<file path="src/rtl/uart_tx_arbiter.sv">
// Packet-granular round-robin arbiter sharing one UART TX byte stream among NUM_SRC AXI-stream sources.
// Optional per-packet header byte {HDR_TAG, source index} is enabled by defining UART_TX_ARB_HEADER_EN.
module uart_tx_arbiter #(
  parameter int          NUM_SRC     = 4,
  parameter int          MAX_PKT_LEN = 256,
  parameter logic [3:0]  HDR_TAG     = 4'hA
) (
  input  logic                   aclk,
  input  logic                   areset,
  input  logic [8*NUM_SRC-1:0]   s_tdata,
  input  logic [NUM_SRC-1:0]     s_tvalid,
  input  logic [NUM_SRC-1:0]     s_tlast,
  output logic [NUM_SRC-1:0]     s_tready,
  output logic [7:0]             m_tdata,
  output logic                   m_tvalid,
  input  logic                   m_tready,
  output logic [NUM_SRC-1:0]     grant,
  output logic                   busy,
  output logic                   err_overlong
);

  localparam int IDX_W = $clog2(NUM_SRC);
  localparam int CNT_W = (MAX_PKT_LEN == 0) ? 1 : $clog2(MAX_PKT_LEN + 1);
  localparam logic [CNT_W-1:0] CNT_SAT  = '1;
  localparam logic [CNT_W-1:0] CNT_LAST = CNT_W'(MAX_PKT_LEN - 1);

`ifdef UART_TX_ARB_HEADER_EN
  typedef enum logic [1:0] {IDLE = 2'd0, HDR = 2'd1, DATA = 2'd2} state_t;
`else
  typedef enum logic [1:0] {IDLE = 2'd0, DATA = 2'd2} state_t;
`endif

  state_t               state, state_nxt;
  logic [NUM_SRC-1:0]   grant_nxt;
  logic [IDX_W-1:0]     gidx, gidx_nxt;
  logic [IDX_W-1:0]     last, last_nxt;
  logic [CNT_W-1:0]     cnt, cnt_nxt;
  logic                 err_nxt;
  logic [IDX_W-1:0]     arb_idx;
  logic                 arb_hit;

  // Scan from farthest to nearest so the requester closest after 'last' wins.
  always_comb begin
    arb_idx = '0;
    arb_hit = 1'b0;
    for (int i = NUM_SRC; i >= 1; i--) begin
      if (s_tvalid[(int'(last) + i) % NUM_SRC]) begin
        arb_idx = IDX_W'((int'(last) + i) % NUM_SRC);
        arb_hit = 1'b1;
      end
    end
  end

  always_comb begin
    state_nxt = state;
    grant_nxt = grant;
    gidx_nxt  = gidx;
    last_nxt  = last;
    cnt_nxt   = cnt;
    err_nxt   = 1'b0;
    m_tdata   = '0;
    m_tvalid  = 1'b0;
    s_tready  = '0;
    case (state)
      IDLE: begin
        if (arb_hit) begin
          grant_nxt          = '0;
          grant_nxt[arb_idx] = 1'b1;
          gidx_nxt           = arb_idx;
          cnt_nxt            = '0;
`ifdef UART_TX_ARB_HEADER_EN
          state_nxt          = HDR;
`else
          state_nxt          = DATA;
`endif
        end
      end
`ifdef UART_TX_ARB_HEADER_EN
      HDR: begin
        m_tvalid = 1'b1;
        m_tdata  = {HDR_TAG, 4'(gidx)};
        if (m_tready) state_nxt = DATA;
      end
`endif
      DATA: begin
        m_tdata        = s_tdata[8*gidx +: 8];
        m_tvalid       = s_tvalid[gidx];
        s_tready[gidx] = m_tready;
        if (s_tvalid[gidx] && m_tready) begin
          // A packet ends on tlast, or is cut at the length limit when tlast is missing.
          if (s_tlast[gidx] || (MAX_PKT_LEN != 0 && cnt == CNT_LAST)) begin
            state_nxt = IDLE;
            grant_nxt = '0;
            last_nxt  = gidx;
            cnt_nxt   = '0;
            err_nxt   = ~s_tlast[gidx];
          end else if (cnt != CNT_SAT) begin
            cnt_nxt = cnt + 1'b1;
          end
        end
      end
      default: state_nxt = IDLE;
    endcase
  end

  always_ff @(posedge aclk) begin
    if (areset) begin
      state        <= IDLE;
      grant        <= '0;
      gidx         <= '0;
      last         <= IDX_W'(NUM_SRC - 1);
      cnt          <= '0;
      err_overlong <= 1'b0;
    end else begin
      state        <= state_nxt;
      grant        <= grant_nxt;
      gidx         <= gidx_nxt;
      last         <= last_nxt;
      cnt          <= cnt_nxt;
      err_overlong <= err_nxt;
    end
  end

  assign busy = (state != IDLE);

endmodule

</file>
<file path="config.mk">
export PLATFORM = sky130hd
export DESIGN_NAME = uart_tx_arbiter
export DESIGN_NICKNAME = d
export VERILOG_FILES = /design/src/rtl/uart_tx_arbiter.sv
export SDC_FILE = /design/constraint.sdc
export NUM_CORES = 1
export LEC_CHECK = 0
export CAP_MARGIN = 20
export CORE_MARGIN = 4
export CORE_UTILIZATION = 35
export DETAILED_ROUTE_END_ITERATION = 10
export PLACE_DENSITY_LB_ADDON = 0.05
export SYNTH_ARGS = -nofsm -noshare
export SYNTH_HDL_FRONTEND = slang
export SYNTH_SLANG_ARGS = --single-unit
</file>
<file path="constraint.sdc">
create_clock -name aclk -period 2.4 [get_ports aclk]
set_clock_uncertainty 0.2 [all_clocks]
set_input_delay 0.36 -clock aclk [delete_from_list [all_inputs] [get_ports aclk]]
set_output_delay 0.36 -clock aclk [all_outputs]
set_load 0.01 [all_outputs]
</file>
==> impl_metrics.csv <==
group,metric,value,unit
layout,drive_gt1_frac,0.202,
layout,design_area,2200,sq um
setup_path,cp_slowest_stage_delay,0.56,ns
floorplanning,die_w,71.0,um
clock_network,numCtsBuffers,3,
floorplanning,start_util,0.371,
routing,first_pass_iters,5,
synth,yosys_warnings,0,
synth,synth_seq_cells,19,
floorplanning,dieArea,5040,sq um
grt,grt_antenna_before_repair,0,
run_status,outcome,"complete, no violations",
routing,num_vias,1422,
setup_path,startpoint_type,"input pin",
routing,drc_errors,0,
placed_design,io_buffers,61,
synth,synth_edf_count,0,
clock_network,clk_latency,0.26,ns
timing,rsz0062_at_grt,"no",
placed_design,routabilityCongestion,0.773,
pwr,powerDensity,401,nW/um^2
placed_design,placedInstanceArea,2140,sq um
floorplanning,ios,62,
pwr,p_total,884,uW
layout,synthToLayoutAreaGrowth,58.7,%
synth,synth_cell_types,48,
layout,fin_cells,276,
floorplanning,die_h,71.0,um
placed_design,dp_worst_setup_slack,-0.0435,ns
synth,avgSynthCellArea,9.08,sq um
pwr,peakVddDrop,0.000333,V
timing,finalSetupTns,0,ns
timing,timing.final.max_slew_violations,0,
clock_network,clock_sinks,19,
setup_path,crit_path_end_kind,"primary output",
routing,vias_per_cell,5.15,
routing,antenna_left,0,
min_path,hp-class,"register to register",
synth,synth_nets,199,
synth,synth_ff_type,"dfxtp_1",
setup_path,path_delay_family,"buffers and inverters",
timing,setup_slack,0.117,ns
layout,finalNetCount,275,
timing,relSlewSlack,0.776,
setup_path,path_class,"input pin to primary output",
clock_network,clk_path_buf_depth,2,
pwr,leakage,0.842,nW
job,cap_violations,0,
routing,drtIter0Drc,48,
grt,grt_max_degree,15,
grt,grt_pass1_wl,6560,um
setup_path,crit_chain,"clkdlybuf4s50_1, and3b_1, and2_1, clkdlybuf4s50_1",
setup_path,crit_top_cell,"clkdlybuf4s50_1",
clock_network,root_buffer,"clkbuf_8",
timing,holdWs,0.278,ns
placed_design,dpl.cell_count,272,
setup_path,path_buf_inv,2,
layout,post-route-util,0.589,
setup_path,crit_slowest_cell,"clkdlybuf4s50_1",
clock_network,clkTransAtPathRegs,0.08,ns
layout,multiInputGateArea,957,sq um
placed_design,dp_hpwl,3430,um
layout,final_cell_mix,"clkdlybuf4s50_1 (52), nor2_1 (18), dfxtp_1 (18)",
timing,fmaxAchievable,0.438,GHz
clock_network,htreeDepth,1,
layout,final_common_cell,"clkdlybuf4s50_1",
layout,num_antenna_cells,0,
timing,fin_crit_sh,0.951,
clock_network,ctsHoldBuffers,0,
layout,seq_area,382,sq um
timing,finalHoldViolCount,0,
clock_network,cts_tree,"built",
routing,wl_per_cell,15.0,um
setup_path,cp_max_fo,3,
floorplanning,coreArea,3740,sq um
timing,fin_crit,2.28,ns
grt,grtUsageTotal,0.159,
timing,setup_viol,0,
floorplanning,rows,22,
synth,synthArstFlopShare,0,
timing,tightest_slew,0.333,ns
routing,finalWirelength,4130,um
synth,syn_area,1390,sq um
layout,fillers,340,
grt,grt_pass1_vias,1402,
setup_path,worstPathRequired,1.84,ns
setup_path,worstPathArrival,1.72,ns
synth,synth_seq_area_share,0.274,
synth,syn-instance-count,153,
grt,grt_overflow,0,
per-layer routing:
metal	part of all wire	wire (um)	vias to the layer above	track usage
met5	0	0	-	0
met4	0.0019	8	0	0.0125
met3	0.058	239	2	0.0412
met2	0.50	2080	42	0.289
met1	0.44	1800	669	0.197
li1	-	-	709	-
synth_stat cells (all sizes together), types with 2 or more instances:
library cell   n  area (sq um)
a211o          2          17.5
a211oi         2          15.0
a21oi          3          15.0
a22oi          3          22.5
and2          12          75.1
and3b          2          17.5
buf            5          36.3
clkbuf         2          7.51
dfxtp         19           380
ha             3          37.5
inv            4          15.0
mux2           4          45.0
mux2i          3          30.0
mux4           8           180
nand2          7          26.3
nand2b         5          31.3
nand3          4          20.0
nand3b         3          22.5
nor2          18          67.6
nor2b          5          31.3
nor3           5          30.0
nor4           3          18.8
o21ai          2          10.0
o22a           2          17.5
o22ai          3          18.8
or2            2          15.0
xnor2          5          43.8
where the power goes:
part	switching, mW	internal [mW]
Clock	0.108	0.117
Sequential	0.0133	0.328
Combinational	0.122	0.195
Total	0.244	0.640
final cells by class:
type | instances | area share
multi-input cells | 122 | 0.434
repair buffers | 79 | 0.337
flip-flops and latches | 19 | 0.173
well taps | 48 | 0.0272
clock buffers | 3 | 0.0187
inverters | 4 | 0.00681
clock inverters | 1 | 0.00341
kinds of logic (layout without fill, tap and decap cells):
| logic type | Yosys count | in the layout | share of synthesized area |
|---|---|---|---|
| AOI/OAI and AO/OA | 25 | 25 | 0.132 |
| DFF | 19 | 19 | 0.274 |
| xor gates and xnor gates | 5 | 5 | 0.0315 |
| muxes | 15 | 15 | 0.184 |
| adders and majority gates | 3 | 3 | 0.0270 |
| buffers and inverters | 12 | 87 | 0.0486 |
| and+or+nand+nor | 74 | 74 | 0.304 |
repair_timing:
item                       4_1_cts  5_1_grt
pin swaps                        0        1
setup endpoints to repair        9       10
buffers inserted                 0        0
gates resized for setup         12        5
hold endpoints to repair         0        0
state kept, by name (all words and copies together) (netlist names):
register      flops
last              2
err_overlong      1
grant             4
gidx              2
state             1
cnt               9
worst reg2reg max path: stages (launching register included):
cell and delay [ns]:
dfxtp_1 0.34, ha_2 0.21, nand3_1 0.09, nor2_1 0.06
ha_2 0.20, or3b_2 0.45, o32a_1 0.22, nor3_2 0.24
a22oi_1 0.11, nor2_1 0.09
final timing paths:
kind | slack [ns] | endpoint | depth (start not counted) | startpoint
worst min-delay path | 0.28 | grant[3] | 2 | grant[3]
worst max-delay path | 0.12 | s_tready[2] | 4 | m_tready
worst min register to register | 0.28 | grant[3] | 2 | grant[3]
worst max register to register | 0.14 | cnt[8] | 9 | cnt[0]
(Power assumes the default switching activity.)
